--- src/rtl/fetch_ifid_unit.sv ---
// Instruction-fetch front end: PC generation, synchronous imem request,
// IF/ID register with a one-entry skid buffer for stall and flush handling.
module fetch_ifid_unit #(
    parameter int unsigned      ISIZE    = 32,
    parameter int unsigned      ASIZE    = 32,
    parameter int unsigned      PC_INC   = 1,
    parameter logic [ASIZE-1:0] RESET_PC = '0,
    parameter int unsigned      CNT_W    = 16
) (
    input  logic             clk,
    input  logic             rst,
    input  logic             stall,
    input  logic             flush,
    input  logic [ASIZE-1:0] redirect_pc,
    output logic [ASIZE-1:0] imem_addr,
    output logic             imem_en,
    input  logic [ISIZE-1:0] imem_rdata,
    output logic [ISIZE-1:0] id_inst,
    output logic [ASIZE-1:0] id_pc,
    output logic             id_valid,
    output logic [CNT_W-1:0] flush_cnt
);

    logic [ASIZE-1:0] pc_q, pc_d;
    logic             inflight_q, inflight_d;
    logic [ASIZE-1:0] inflight_pc_q, inflight_pc_d;
    logic             skid_valid_q, skid_valid_d;
    logic [ISIZE-1:0] skid_inst_q, skid_inst_d;
    logic [ASIZE-1:0] skid_pc_q, skid_pc_d;
    logic [ISIZE-1:0] id_inst_q, id_inst_d;
    logic [ASIZE-1:0] id_pc_q, id_pc_d;
    logic             id_valid_q, id_valid_d;
    logic [CNT_W-1:0] flush_cnt_q, flush_cnt_d;

    logic fetch_en;
    logic resp_live;

    assign fetch_en  = !stall && !flush && !rst;
    assign resp_live = inflight_q && !flush;

    assign imem_addr = pc_q;
    assign imem_en   = fetch_en;
    assign id_inst   = id_inst_q;
    assign id_pc     = id_pc_q;
    assign id_valid  = id_valid_q;
    assign flush_cnt = flush_cnt_q;

    always_comb begin
        pc_d          = pc_q;
        inflight_d    = fetch_en;
        inflight_pc_d = inflight_pc_q;
        if (flush) begin
            pc_d = redirect_pc;
        end else if (fetch_en) begin
            pc_d = pc_q + ASIZE'(PC_INC);
        end
        if (fetch_en) begin
            inflight_pc_d = pc_q;
        end
    end

    // Issue stops during stall, so the skid never holds more than the one
    // response that was already in flight when the stall began.
    always_comb begin
        skid_valid_d = skid_valid_q;
        skid_inst_d  = skid_inst_q;
        skid_pc_d    = skid_pc_q;
        id_inst_d    = id_inst_q;
        id_pc_d      = id_pc_q;
        id_valid_d   = id_valid_q;
        if (flush) begin
            id_valid_d   = 1'b0;
            skid_valid_d = 1'b0;
        end else if (stall) begin
            if (resp_live) begin
                skid_valid_d = 1'b1;
                skid_inst_d  = imem_rdata;
                skid_pc_d    = inflight_pc_q;
            end
        end else if (skid_valid_q) begin
            id_inst_d    = skid_inst_q;
            id_pc_d      = skid_pc_q;
            id_valid_d   = 1'b1;
            skid_valid_d = 1'b0;
        end else if (resp_live) begin
            id_inst_d  = imem_rdata;
            id_pc_d    = inflight_pc_q;
            id_valid_d = 1'b1;
        end else begin
            id_valid_d = 1'b0;
        end
    end

    always_comb begin
        flush_cnt_d = flush_cnt_q;
        if (flush && (flush_cnt_q != '1)) begin
            flush_cnt_d = flush_cnt_q + CNT_W'(1);
        end
    end

    always_ff @(posedge clk or posedge rst) begin
        if (rst) begin
            pc_q          <= RESET_PC;
            inflight_q    <= 1'b0;
            inflight_pc_q <= '0;
            skid_valid_q  <= 1'b0;
            skid_inst_q   <= '0;
            skid_pc_q     <= '0;
            id_inst_q     <= '0;
            id_pc_q       <= '0;
            id_valid_q    <= 1'b0;
            flush_cnt_q   <= '0;
        end else begin
            pc_q          <= pc_d;
            inflight_q    <= inflight_d;
            inflight_pc_q <= inflight_pc_d;
            skid_valid_q  <= skid_valid_d;
            skid_inst_q   <= skid_inst_d;
            skid_pc_q     <= skid_pc_d;
            id_inst_q     <= id_inst_d;
            id_pc_q       <= id_pc_d;
            id_valid_q    <= id_valid_d;
            flush_cnt_q   <= flush_cnt_d;
        end
    end

endmodule

--- config.mk ---
export PLATFORM = sky130hd
export DESIGN_NAME = fetch_ifid_unit
export DESIGN_NICKNAME = d
export VERILOG_FILES = /design/src/rtl/fetch_ifid_unit.sv
export SDC_FILE = /design/constraint.sdc
export NUM_CORES = 1
export LEC_CHECK = 0
export CORE_MARGIN = 2
export CORE_UTILIZATION = 58
export CTS_BUF_LIST = sky130_fd_sc_hd__clkbuf_2
export CTS_CLUSTER_SIZE = 25
export DETAILED_ROUTE_END_ITERATION = 6
export HOLD_SLACK_MARGIN = 0.08
export PLACE_DENSITY_LB_ADDON = 0.05
export SYNTH_ARGS = -nofsm -noshare
export SYNTH_HDL_FRONTEND = slang
export SYNTH_SLANG_ARGS = --single-unit
--- constraint.sdc ---
create_clock -name clk -period 16.4 [get_ports clk]
set_input_delay 2.46 -clock clk [delete_from_list [all_inputs] [get_ports clk]]
set_output_delay 2.46 -clock clk [all_outputs]
set_load 0.01 [all_outputs]
==> impl_metrics.tcl, run 1 <==
set metrics [dict create \
    routed.top_layer "met4" \
    syn_avg_cell_area_um2 11.88 \
    cts.repair.resized 0 \
    die_h_um 129.7 \
    holdPathStages 1 \
    grtUsageTotal 0.2559 \
    tightestPinTransition_ns 1.185 \
    start_util 0.5987 \
    synth_top_flop_cell "dfrtp_1" \
    p_int_w 0.0009682 \
    io_buffers 181 \
    drt_wl_total_um 20950 \
    htree_levels 2 \
    p_seq_frac 0.523 \
    clk_pin_slew_ns 0.09 \
    yosys.cell_types.count 47 \
    setup_viol 0 \
    critPathSlowestCell "clkdlybuf4s50_1" \
    max_freq_mhz 159.4 \
    crit_chain "clkdlybuf4s50_1, nor3_4, clkdlybuf4s50_1" \
    p_sw_w 0.0004336 \
    ys_seq_area_frac 0.5759 \
    ctsHoldBuffers 0 \
    cts_tree "done" \
    cp_common_cell "clkdlybuf4s50_1" \
    p_per_area_nw_per_um2 121.2 \
    io_pins 182 \
    final_max_slew_viol_count 0 \
    postLayoutCoreUtil 0.7555 \
    worstSetupEndpointType "output pin" \
    synthMuxAreaShare 0.1913 \
    stdcell_area_um2 11570 \
    antenna_found_initial 1 \
    start_kind "input pin" \
    slew_headroom 0.2102 \
    run_status "completed" \
    synth_top_family_by_area "multiplexers" \
    syn_inst 772 \
    hpwl_um 13770 \
    grt_max_degree 120 \
    drt_iter0_markers 473 \
    cts_setup_buffers 0 \
    ys_async_sr_fraction 1.000 \
    synth-seq-cells 211 \
    die_area_um2 16830 \
    numCtsBuffers 53 \
    avgRoutedWirePerCell_um 17.18 \
    leakage_nw 4.847 \
    syn_nets 842 \
    rows 45 \
    clockRootBuffer "clkbuf_2" \
    synth_top_cell_area_share 0.5759 \
    core_um2 15310 \
    yosysTopAreaCell "dfrtp_1" \
    grt_overflow 0 \
    routabilityCongestion 0.8347 \
    drtPass1Iterations 6 \
    grt_pass1_wl_um 34110 \
    synth_compound_area_frac 0.06386 \
    yosysWarningCount 0 \
    critPathMaxFanout 4 \
    final_common_cell "dfrtp_1" \
    vias 6766 \
    clock_latency_ns 0.81 \
    chipWidth_um 129.7 \
    clockBufferDepth 3 \
    critical_path_class "input pin to output pin" \
    synthXorXnorAreaFrac 0.03343 \
    fin_crit_ns 6.273 \
    wl_met3_um 1440 \
    vdd_drop_max_v 0.00009054 \
    reg2regPathDepth 5 \
    cpPeakStageDelay_ns 0.58 \
    synth_top_cells_by_area "dfrtp_1 58%, mux2_2 12%, mux2i_1 7.1%" \
    worst_clock_skew_ns 0.05469 \
    syn_area_um2 9169 \
    wl_met1_um 9145 \
    synth_fa_ha_area_frac 0.002729 \
    pwr-share-comb 0.248 \
    cap_violations 0 \
    tns_ns 0 \
    vias_per_cell 5.550 \
    required_ns 13.94 \
    synth_enable_flop_cells 0 \
    drive_above_1_share 0.1927 \
    crit_arrival_ns 3.81 \
    nNetsFinal 1043 \
    synthSimpleGateAreaFrac 0.1108 \
    hold_path_class "flip-flop to flip-flop" \
    detail-route-antenna-nets 0 \
    p_clk_frac 0.229 \
    dpl-instance-area_um2 11140 \
    wl_met2_um 9945 \
    timing.final.crit_share 0.3825 \
    swShare 0.3093 \
    cts_sinks 211 \
    syn_to_final_growth_pct 26.19 \
    drc 0 \
    grt_setup_unrepaired "no" \
    final_cell_mix "210 x dfrtp_1, 180 x clkdlybuf4s50_1, 98 x mux2_2" \
    finalHoldViolations 0 \
    grt_pass1_vias 7035 \
]
-- layout make-up --
class | instances | area, um^2
Sequential cell | 211 | 5284
Fill cell | 1073 | 3745
Multi-Input combinational cell | 512 | 3701
Timing Repair Buffer | 187 | 1852
Clock buffer | 71 | 355.3
Tap cell | 211 | 264.0
Clock inverter | 18 | 73.82
Inverter | 8 | 37.54
Antenna cell | 1 | 2.502
-- final timing paths --
check | slack (ns) | startpoint | to
min | 0.50 | flush_cnt[15] | flush_cnt[15]
min in group asynchronous | 2.35 | rst | imem_addr[0]
min reg2reg | 0.50 | flush_cnt[15] | flush_cnt[15]
max | 10.13 | rst | imem_en
max reg2reg | 13.77 | skid_valid_q | id_pc[0]
max in group asynchronous | 12.38 | rst | skid_inst_q[18]
-- synth_stat cells (3+ instances only) --
cell type	n
buf_1	8
clkbuf_1	19
nor3_1	7
buf_2	13
mux2i_1	65
xnor2_1	23
dfrtp_1	211
nand2_1	46
o21a_1	3
o21ai_0	24
nand4_1	13
inv_1	7
nor4_1	9
and3_1	9
mux2_2	98
xor2_1	12
and4_1	8
nand3_1	20
nor2_1	74
a21oi_1	67
o21ai_1	3
-- kinds of logic after synthesis --
family | count (synthesis)
simple gates | 204
fa+ha+maj | 2
compound gates | 108
flops | 211
mux | 163
xor+xnor | 35
buf+inv | 49
-- per-stage QoR --
step                setup slack [ns]  hold slack (ns)  instances  power (W)
floorplan                      8.174           0.4792        772  0.0008970
global placement               10.11           0.4741       1129   0.001070
detailed placement             10.12           0.4775       1129   0.001093
CTS                            10.11           0.4987       1218   0.001415
global route                   10.09           0.5160       1219   0.001489
finish                         10.13           0.4952       1219   0.001402
-- power by group through the flow --
stage                     Clock, W  Sequential (W)  Combinational, W
after floorplan                  0        0.000747          0.000150
after global placement           0        0.000733          0.000337
after detailed placement         0        0.000743          0.000350
after CTS                 0.000331        0.000732          0.000352
after global routing      0.000360        0.000750          0.000379
final                     0.000320        0.000734          0.000348
-- registers in the layout (all words and copies together) (netlist names) --
register and flops:
skid_pc_q 32, id_pc 32, imem_addr 32, skid_inst_q 32, flush_cnt 16, id_valid 1, id_inst 32, inflight_pc_q 32
inflight_q 1, skid_valid_q 1
-- layer usage --
| metal | vias up | track usage |
|---|---|---|
| li1 | 3160 | - |
| met1 | 3313 | 0.3453 |
| met2 | 254 | 0.4099 |
| met3 | 39 | 0.06314 |
| met4 | 0 | 0.08982 |
| met5 | - | 0 |
-- critical path, delay by kind of cell --
kind,cells,cell delay [ns]
buf+inv,2,1.14
simple gates,1,0.21
(Power assumes the default switching activity.)
==> run 2: changes to the inputs <==
--- a/config.mk
+++ b/config.mk
@@ -6,7 +6,7 @@
 export NUM_CORES = 1
 export LEC_CHECK = 0
 export CORE_MARGIN = 2
-export CORE_UTILIZATION = 58
+export CORE_UTILIZATION = 54
 export CTS_BUF_LIST = sky130_fd_sc_hd__clkbuf_2
 export CTS_CLUSTER_SIZE = 25
 export DETAILED_ROUTE_END_ITERATION = 6
==> constraint.sdc (replaced) <==
create_clock -name clk -period 6.18 [get_ports clk]
set_input_delay 0.927 -clock clk [delete_from_list [all_inputs] [get_ports clk]]
set_output_delay 0.927 -clock clk [all_outputs]
set_load 0.01 [all_outputs]
==> run 2 against run 1 <==
First-iteration DRC count fell by 18%. Die area rose by 7.2%. Critical path type unchanged. Global-route usage fell by 2.3 points.
==> impl_metrics.tcl, run 2 (synthesized netlist as in run 1, its figures left out) <==
set metrics [dict create \
    hold_path_class "flip-flop to flip-flop" \
    grt_max_degree 161 \
    htree_levels 2 \
    grt_overflow 0 \
    vias_per_cell 5.419 \
    crit_arrival_ns 2.40 \
    routabilityCongestion 0.8663 \
    fin_crit_ns 3.332 \
    drt_iter0_markers 390 \
    io_buffers 181 \
    clk_pin_slew_ns 0.10 \
    tns_ns 0 \
    fin_ws_ns 2.848 \
    nNetsFinal 1044 \
    final_max_slew_viol_count 0 \
    worst_clock_skew_ns 0.02218 \
    max_freq_mhz 300.1 \
    final_common_cell "dfrtp_1" \
    crit_path_start "stall" \
    dp_slack_ns 2.649 \
    setup_viol 0 \
    detail-route-antenna-nets 0 \
    p_seq_frac 0.515 \
    required_ns 5.25 \
    clock_latency_ns 0.78 \
    slew_headroom 0.2260 \
    run_status "completed" \
    wl_met2_um 9840 \
    r2r_end "id_pc[22]" \
    wl_met1_um 9044 \
    swShare 0.3026 \
    chipWidth_um 134.3 \
    timing.final.crit_share 0.5391 \
    io_pins 182 \
    drt_wl_total_um 20530 \
    antenna_found_initial 0 \
    drive_above_1_share 0.2016 \
    p_clk_frac 0.242 \
    routed.top_layer "met4" \
    clockBufferDepth 3 \
    vias 6676 \
    grt_pass1_wl_um 33710 \
    tightestPinTransition_ns 1.161 \
    drtPass1Iterations 4 \
    p_int_w 0.002635 \
    critPathMaxFanout 5 \
    clockRootBuffer "clkbuf_2" \
    syn_to_final_growth_pct 26.99 \
    reg2regPathDepth 5 \
    diodes 0 \
    p_sw_w 0.001143 \
    r2r_slack_ns 3.61 \
    p_per_area_nw_per_um2 324.5 \
    leakage_nw 4.886 \
    pwr-share-comb 0.243 \
    start_kind "input pin" \
    r2r_start "skid_valid_q" \
    numCtsBuffers 53 \
    avgRoutedWirePerCell_um 16.66 \
    worstSetupEndpointType "output pin" \
    cts.repair.resized 0 \
    core_um2 16580 \
    die_h_um 134.3 \
    cap_violations 0 \
    min_from "id_valid" \
    cts_sinks 211 \
    ctsHoldBuffers 0 \
    die_area_um2 18040 \
    final_cell_mix "210 x dfrtp_1, 180 x clkdlybuf4s50_1, 98 x mux2_2" \
    grtUsageTotal 0.2325 \
    critical_path_class "input pin to output pin" \
    grt_setup_unrepaired "no" \
    hold_end "id_valid" \
    cts_tree "done" \
    finalHoldViolations 0 \
    cts_setup_buffers 0 \
    vdd_drop_max_v 0.0002049 \
    start_util 0.5529 \
    holdPathStages 1 \
    drc 0 \
    hpwl_um 13870 \
    rows 47 \
    grt_pass1_vias 6859 \
    wl_met3_um 1328 \
]
-- run 2: worst max-delay path, cell delays in order --
cell and delay (ns):
clkdlybuf4s50_1 0.62, nor3_4 0.28, clkdlybuf4s50_1 0.58
-- run 2: final cells by class --
type	count	area, um^2
clock buffers	77	385.4
clock inverters	16	92.59
fillers	1236	4940
inverters	8	33.78
multi-input cells	512	3701
flip-flops and latches	211	5284
well taps	220	275.3
repair buffers	188	1872
-- run 2: how the worst max path moves through the flow --
stage | slack, ns | cells past startpoint | to
global placement | 2.71 | 5 | skid_pc_q[0]
detailed placement | 2.65 | 5 | skid_pc_q[3]
finish | 2.85 | 3 | imem_en
floorplan | 2.51 | 1 | flush_cnt[0]
CTS | 2.84 | 3 | imem_en
global route | 2.79 | 3 | imem_en
-- run 2: per-layer routing --
layer / vias to the layer above / GRT usage
li1: 3178 / -
met3: 28 / 0.05518
met4: 0 / 0.08070
met1: 3266 / 0.3110
met2: 204 / 0.3759
met5: - / 0
-- run 2: power groups by stage --
| stage | Sequential [W] | Clock, W | Combinational, W |
|---|---|---|---|
| 3_3_place_gp | 0.00195 | 0 | 0.000900 |
| 5_1_grt | 0.00199 | 0.00103 | 0.00101 |
| 4_1_cts | 0.00194 | 0.000959 | 0.000932 |
| 3_5_place_dp | 0.00197 | 0 | 0.000928 |
| 6_report | 0.00194 | 0.000916 | 0.000918 |
| 2_1_floorplan | 0.00198 | 0 | 0.000399 |
-- run 2: metrics by stage --
stage	hold WS [ns]	cell area (um^2)	cells	total power [W]	utilization
after floorplan	0.4792	9173	772	0.002381	-
after global placement	0.4657	11170	1139	0.002848	0.6733
after detailed placement	0.4710	11170	1139	0.002899	0.6733
after CTS	0.4956	11640	1232	0.003835	0.7021
after global routing	0.5240	11640	1232	0.004026	0.7021
final	0.4922	11640	1232	0.003778	0.7021
